## config.mk

```make
export PLATFORM = sky130hd
export DESIGN_NAME = mux_arb
export DESIGN_NICKNAME = d
export VERILOG_FILES = /design/src/rtl/mux_arb.sv
export SDC_FILE = /design/constraint.sdc
export NUM_CORES = 1
export LEC_CHECK = 0
export BUFFER_PORTS_ARGS = -buffer_cell sky130_fd_sc_hd__buf_2
export CORE_AREA = 4 4 129 131
export CTS_CLUSTER_SIZE = 8
export DETAILED_ROUTE_END_ITERATION = 10
export DIE_AREA = 0 0 133 135
export PLACE_DENSITY = 0.67
export SLEW_MARGIN = 10
export SYNTH_ARGS = -nofsm -noshare
export SYNTH_HDL_FRONTEND = slang
export SYNTH_SLANG_ARGS = --single-unit
export TNS_END_PERCENT = 5
```

## constraint.sdc

```tcl
create_clock -name clk -period 2.7 [get_ports clk]
set_clock_uncertainty 0.05 [all_clocks]
set_input_delay 0.135 -clock clk [delete_from_list [all_inputs] [get_ports clk]]
set_output_delay 0.135 -clock clk [all_outputs]
set_load 0.05 [all_outputs]
```

## src/rtl/mux_arb.sv

```systemverilog
// Purpose: N-channel data mux and arbiter (fixed select or round-robin) into one output register.
// Latency: one cycle from an input transfer to the data appearing on out_data/out_sel.
// Backpressure: out_ready low with out_valid high holds the output and drops every in_ready bit.
//
// Ports:
//   clk, reset_n          clock and asynchronous active-low reset
//   mode, sel             0 = fixed select on sel, 1 = round-robin over in_valid
//   in_valid/in_data      per-channel request and flattened data (channel i at [i*WIDTH +: WIDTH])
//   in_ready              one-hot accept toward the granted channel
//   out_valid/out_data/out_sel/out_ready  registered output stage with downstream handshake
//   in_last               only with MUX_ARB_LOCK_EN: end-of-packet flag per channel
//
// Optional feature macro: MUX_ARB_LOCK_EN (round-robin grant locks onto a channel for a whole packet).

module mux_arb #(
  parameter int WIDTH    = 64,
  parameter int CHANNELS = 4,
  parameter int SELW     = $clog2(CHANNELS)
) (
  input  logic                      clk,
  input  logic                      reset_n,
  input  logic                      mode,
  input  logic [SELW-1:0]           sel,
  input  logic [CHANNELS-1:0]       in_valid,
  input  logic [CHANNELS*WIDTH-1:0] in_data,
`ifdef MUX_ARB_LOCK_EN
  input  logic [CHANNELS-1:0]       in_last,
`endif
  output logic [CHANNELS-1:0]       in_ready,
  output logic                      out_valid,
  output logic [WIDTH-1:0]          out_data,
  output logic [SELW-1:0]           out_sel,
  input  logic                      out_ready
);

  // Round-robin search start; points one past the last channel that
  // completed a packet in mode 1.
  logic [SELW-1:0] rr_ptr;

  logic [SELW-1:0] rr_gnt;
  logic            rr_found;
  logic [SELW-1:0] rr_idx;

  logic [SELW-1:0] gnt;
  logic            gnt_vld;
  logic            accept;
  logic            in_xfer;
  logic            out_xfer;
  logic            pkt_last;

  // ------------------------------------------------------------------
  // Round-robin search: first requesting channel at or above rr_ptr,
  // wrapping. CHANNELS is a power of two, so SELW-bit addition wraps
  // exactly at CHANNELS.
  // ------------------------------------------------------------------
  always_comb begin
    rr_gnt   = rr_ptr;
    rr_found = 1'b0;
    rr_idx   = '0;
    for (int i = 0; i < CHANNELS; i++) begin
      rr_idx = rr_ptr + SELW'(i);
      if (!rr_found && in_valid[rr_idx]) begin
        rr_found = 1'b1;
        rr_gnt   = rr_idx;
      end
    end
  end

`ifdef MUX_ARB_LOCK_EN
  // ------------------------------------------------------------------
  // Packet lock: once a mode-1 transfer starts a packet, the grant stays
  // on that channel until it transfers a word with in_last set. Mode-0
  // transfers never touch the lock.
  // ------------------------------------------------------------------
  typedef enum logic {
    ST_ARB,
    ST_LOCKED
  } lock_state_t;

  lock_state_t     state_q;
  lock_state_t     state_d;
  logic [SELW-1:0] lock_ch_q;
  logic [SELW-1:0] lock_ch_d;

  always_ff @(posedge clk or negedge reset_n) begin
    if (!reset_n) begin
      state_q   <= ST_ARB;
      lock_ch_q <= '0;
    end else begin
      state_q   <= state_d;
      lock_ch_q <= lock_ch_d;
    end
  end

  always_comb begin
    state_d   = state_q;
    lock_ch_d = lock_ch_q;
    case (state_q)
      ST_ARB: begin
        if (mode && in_xfer && !in_last[gnt]) begin
          state_d   = ST_LOCKED;
          lock_ch_d = gnt;
        end
      end
      ST_LOCKED: begin
        if (mode && in_xfer && in_last[gnt]) begin
          state_d = ST_ARB;
        end
      end
      default: begin
        state_d = ST_ARB;
      end
    endcase
  end

  assign pkt_last = in_last[gnt];

  // Grant selection with lock. A locked channel keeps the grant even if
  // it momentarily drops in_valid, so no other channel can interleave.
  always_comb begin
    gnt     = sel;
    gnt_vld = 1'b1;
    if (mode) begin
      if (state_q == ST_LOCKED) begin
        gnt     = lock_ch_q;
        gnt_vld = 1'b1;
      end else begin
        gnt     = rr_gnt;
        gnt_vld = rr_found;
      end
    end
  end
`else
  // Without packet locking every word is a complete packet.
  assign pkt_last = 1'b1;

  always_comb begin
    gnt     = sel;
    gnt_vld = 1'b1;
    if (mode) begin
      gnt     = rr_gnt;
      gnt_vld = rr_found;
    end
  end
`endif

  // ------------------------------------------------------------------
  // Handshake. The output register can take a new word when empty or
  // when its current word leaves this cycle, which gives full
  // throughput with a single stage. Mode 0 grants sel unconditionally;
  // the transfer itself still needs in_valid[sel].
  // ------------------------------------------------------------------
  assign accept = !out_valid || out_ready;

  always_comb begin
    in_ready = '0;
    if (reset_n && gnt_vld && accept) begin
      in_ready = {{(CHANNELS-1){1'b0}}, 1'b1} << gnt;
    end
  end

  assign in_xfer  = |(in_ready & in_valid);
  assign out_xfer = out_valid && out_ready;

  // ------------------------------------------------------------------
  // Round-robin pointer: moves past the granted channel only when a
  // mode-1 transfer closes a packet.
  // ------------------------------------------------------------------
  always_ff @(posedge clk or negedge reset_n) begin
    if (!reset_n) begin
      rr_ptr <= '0;
    end else if (mode && in_xfer && pkt_last) begin
      rr_ptr <= gnt + SELW'(1);
    end
  end

  // ------------------------------------------------------------------
  // Output register. A load wins over a drain, so a simultaneous in/out
  // transfer keeps out_valid high with no bubble.
  // ------------------------------------------------------------------
  always_ff @(posedge clk or negedge reset_n) begin
    if (!reset_n) begin
      out_valid <= 1'b0;
      out_data  <= '0;
      out_sel   <= '0;
    end else if (in_xfer) begin
      out_valid <= 1'b1;
      out_data  <= in_data[gnt*WIDTH +: WIDTH];
      out_sel   <= gnt;
    end else if (out_xfer) begin
      out_valid <= 1'b0;
    end
  end

endmodule

```

### After elaboration in Yosys (flattened, before gate mapping)

Index checks and enable logic that the tools add are counted.

| cells by class | value |
|---|---|
| magnitude comparators | 4 |
| muxes and demuxes | 20 |
| add/sub/neg operators | 4 |
| shift-type cells | 2 |
| bitwise logic cells | 1 |
| reductions and logical operators | 14 |

Operators by type and width:

| cell | number |
|---|---|
| indexed part select 256 x 9 -> 64 bit | 1 |
| less-than comparator 2 x 3 -> 1 bit (second input constant) | 4 |
| two-way mux 1 bit | 11 |
| binary-select mux 1 bit (select 2 bit) | 4 |
| two-way mux 2 bit | 4 |
| logical AND 1 bit | 7 |
| adder 2 x 1 -> 2 bit (second input constant) | 2 |
| adder 2 bit (second input constant) | 2 |
| bitwise AND 4 bit | 1 |
| zero test 1 bit | 4 |
| two-way mux 4 bit | 1 |
| OR reduction 4 bit | 1 |
| << shifter 1 x 2 -> 4 bit (first input constant) | 1 |
| nonzero test 2 bit | 1 |
| logical OR 1 bit | 1 |

| storage, ports and cells | value |
|---|---|
| input port bits | 266 |
| flip-flop bits (word level) | 69 |
| output and inout port bits | 71 |

### Logic depth before layout (Yosys ltp)

| depth | value |
|---|---|
| depth after elaboration | 19 |
| mapped depth | 9 |
| gate-level depth less buffers | 6 |

### Least setup slack after synthesis

OpenSTA, ideal clock, no wires.

| timing path | value |
|---|---|
| path type | flip-flop to output port |
| from | register rr_ptr[0] |
| to | output in_ready[0] |
| path slack | 0.195 ns |
| cell stages (with the launch flop) | 8 |
| arrival | 2.320 ns |
| path buffers | 2 |
| cells stage by stage | dfrtp_1 > nor3b_1 > o31a_1 > and3_1 > buf_2 > clkbuf_1 > or2_2 > nor2_1 |

| between the ends | value |
|---|---|
| word-level cells in the longest chain between the ends | 16 |

RTL lines:

| what | RTL line | source |
|---|---|---|
| from (decl) | 38 | `logic [SELW-1:0] rr_ptr;` |
| from (signal assigned) | 173 | `rr_ptr <= gnt + SELW'(1);` |
| parallel branches: the longest is 15 deep, another holds adder 2 x 1 -> 2 bit | - |  |
| two-way mux 4 bit (*) | 157 | `if (reset_n && gnt_vld && accept) begin` |
| to (decl) | 29 | `output logic [CHANNELS-1:0] in_ready,` |

Mark *: on every way between the ends. The select of a mux whose other input is x is not followed.

### Final worst setup path

| timing path | value |
|---|---|
| from | register rr_ptr[0] |
| to | output in_ready[2] |

Same word-level chain as after synthesis.

==> flow_summary.toml <==
[run_status]
status = "completed"

[synthesis]
yosysTopAreaCellShare = 0.302
synth_edf_count = 0
yosysMostFrequentCell = "mux2i_1"
syn_avg_cell_area_um2 = 11.4
async_flop_share = 1.00
ys_seq_elements = 69
synth_nets = 767
synthFlopType = "dfrtp_1"
synth_area_um2 = 5720
synth_common_cells = "130 x mux2i_1, 69 x dfrtp_1, 64 x a221oi_1, 64 x a22o_1, 50 x mux2_4"
synth_warnings = 0
synth_top_area_cell = "dfrtp_1"
syn-instance-count = 501
ys_seq_area_frac = 0.302
ys_top_cells_by_area = "dfrtp_1 30%, mux2i_1 23%, mux2_4 13%, a221oi_1 9.8%, a22o_1 9.8%"
synth_cell_types = 45

[die]
ios = 337
start_util = 0.367
chipWidth_um = 133
die_h_um = 135
core_um2 = 15600
dieArea_um2 = 18000
row_count = 46

[worst_setup_path]
crit_path_end_kind = "primary output"
r2r_cells = 8
crit_required_ns = 2.52
critPathLaunchType = "register"
critPathKind = "reg -> out"
worst-endpoint-arrival_ns = 2.41
path_max_fanout = 39

[timing]
holdWs_ns = 0.171
setup_violations = 0
maxSlewHeadroom = 0.400
tightest_slew_ns = 0.897
clock.fmax_ghz = 0.385
fin_ws_ns = 0.103
post-route-period-util = 0.962
rsz0062_at_grt = "no"
drv_slew = 0
hold_violations = 0
fin_crit_ns = 2.60

[place]
place.gp.congestion = 0.890
place_hpwl_um = 15200
place_inst = 1026
place_area_um2 = 7770
port-buffer-count = 336
pre_cts_ws_ns = 0.0689

[finish]
nFillCells = 1489
area_growth_pct = 41.7
fin_cells = 1043
design_area_um2 = 8110
nNetsFinal = 1088
regArea_um2 = 1730
n_antenna_cell = 0
drive_above_1_share = 0.537
multi_input_area_um2 = 3810

[clock_tree]
clkSlewWorstSetupHoldPaths_ns = 0.06
cts_tree = "yes"
clock_path_buffers = 2
cts_buffers = 9
clock-root-buffer = "clkbuf_16"
post_cts_buffers = 0
insertion_delay_ns = 0.32
numClockSinks = 69
htree_levels = 3

[power_and_ir_drop]
cellPowerDensity_nw_per_um2 = 1060
leakage_nw = 4.24
vdd_drop_max_mv = 0.534

[flow_run]
drv_cap = 0

[route]
dr.pass1.iters = 5
drt-total-wl_um = 19800
wl_per_cell_um = 19.0
post_drt_via_cell_ratio = 5.48
ant_nets = 0
drt_iter0_markers = 281
via_count = 5712
drc_errors = 0

[global_route]
grt_pass1_wl_um = 30300
antenna_found_initial = 0
grt_usage = 0.210
grt_max_degree = 66
grt_pass1_vias = 5708
grt_remaining_overflow = 0

[min_path]
hold_path_class = "in -> reg"
holdPathStages = 4
[cell type report]
class	count	share of cell area
multi-input cells	379	0.470
repair buffers	362	0.246
flip-flops and latches	69	0.213
well taps	216	0.0333
clock buffers	10	0.0295
clock inverters	6	0.00771
inverters	1	0.000463
[stage by stage]
step,setup TNS [ns],utilization,total power (W)
6_report,0,0.520,0.00857
5_1_grt,0,0.520,0.00899
4_1_cts,-0.0281,0.519,0.00864
3_5_place_dp,0,0.498,0.00741
3_3_place_gp,0,0.498,0.00735
2_1_floorplan,0,-,0.00594
[sequential cells by signal, summed over array words and instances (netlist names)]
register,flops
out_data,64
out_sel,2
rr_ptr,2
out_valid,1
[metal layers]
layer | track usage | share of wire
met1 | 0.256 | 0.40
met2 | 0.375 | 0.50
met3 | 0.0462 | 0.089
met4 | 0.0577 | 0.012
met5 | 0 | 0
[layout by cell type (no fill, tap or decap), types with 2 or more instances in the layout]
| cell type | count |
|---|---|
| a22o_1 | 64 |
| buf_12 | 8 |
| nand2_1 | 3 |
| clkbuf_16 | 9 |
| clkinv_2 | 2 |
| nor2_1 | 7 |
| or4_1 | 2 |
| buf_6 | 2 |
| mux2_4 | 50 |
| o21ai_0 | 2 |
| a31oi_1 | 2 |
| mux2i_1 | 130 |
| a221oi_1 | 64 |
| a31oi_4 | 3 |
| buf_4 | 18 |
| clkinvlp_4 | 3 |
| mux2_2 | 2 |
| a41o_1 | 3 |
| buf_2 | 332 |
| dfrtp_1 | 68 |
| nor2b_1 | 4 |
| nand3_1 | 2 |
| mux2_1 | 14 |
[logic make-up (layout without fill, tap and decap cells)]
group	Yosys count	count (layout)	synth area share
XOR/XNOR	1	1	0.00153
buffers and inverters	53	379	0.0472
multiplexers	197	197	0.394
AND/OR/NAND/NOR	33	33	0.0321
flip-flops	69	69	0.302
AO/OA/AOI/OAI	148	148	0.224
[critical path, cell delays in order (launching register included)]
cell	delay, ns
dfrtp_2	0.45
nor3b_1	0.16
o31a_1	0.29
and3_4	0.24
buf_12	0.18
or2_2	0.36
nor2_1	0.19
buf_6	0.19
[path summary, 6_finish.rpt]
kind                                     startpoint                       end  slack (ns)
max                           rr_ptr[0]$_DFFE_PN0P_               in_ready[2]        0.10
min                                    in_data[198]   out_data[6]$_DFFE_PN0P_        0.17
max reg2reg                   rr_ptr[1]$_DFFE_PN0P_   out_data[7]$_DFFE_PN0P_        0.13
min reg2reg                out_data[13]$_DFFE_PN0P_  out_data[13]$_DFFE_PN0P_        0.43
max in group asynchronous                   reset_n  out_data[10]$_DFFE_PN0P_        1.38
min in group asynchronous                   reset_n  out_data[59]$_DFFE_PN0P_        0.26
[power breakdown]
part	internal [W]	switching (W)
registers	0.00157	0.000306
clock network	0.000736	0.000448
logic	0.00207	0.00344
[timing repair]
action,in CTS,in global routing
hold endpoints to repair,19,0
gates resized for setup,5,5
cloned,0,0
endpoints found under the setup margin,10,6
hold buffers,1,0
pin swaps,0,0
(Power assumes the default switching activity.)
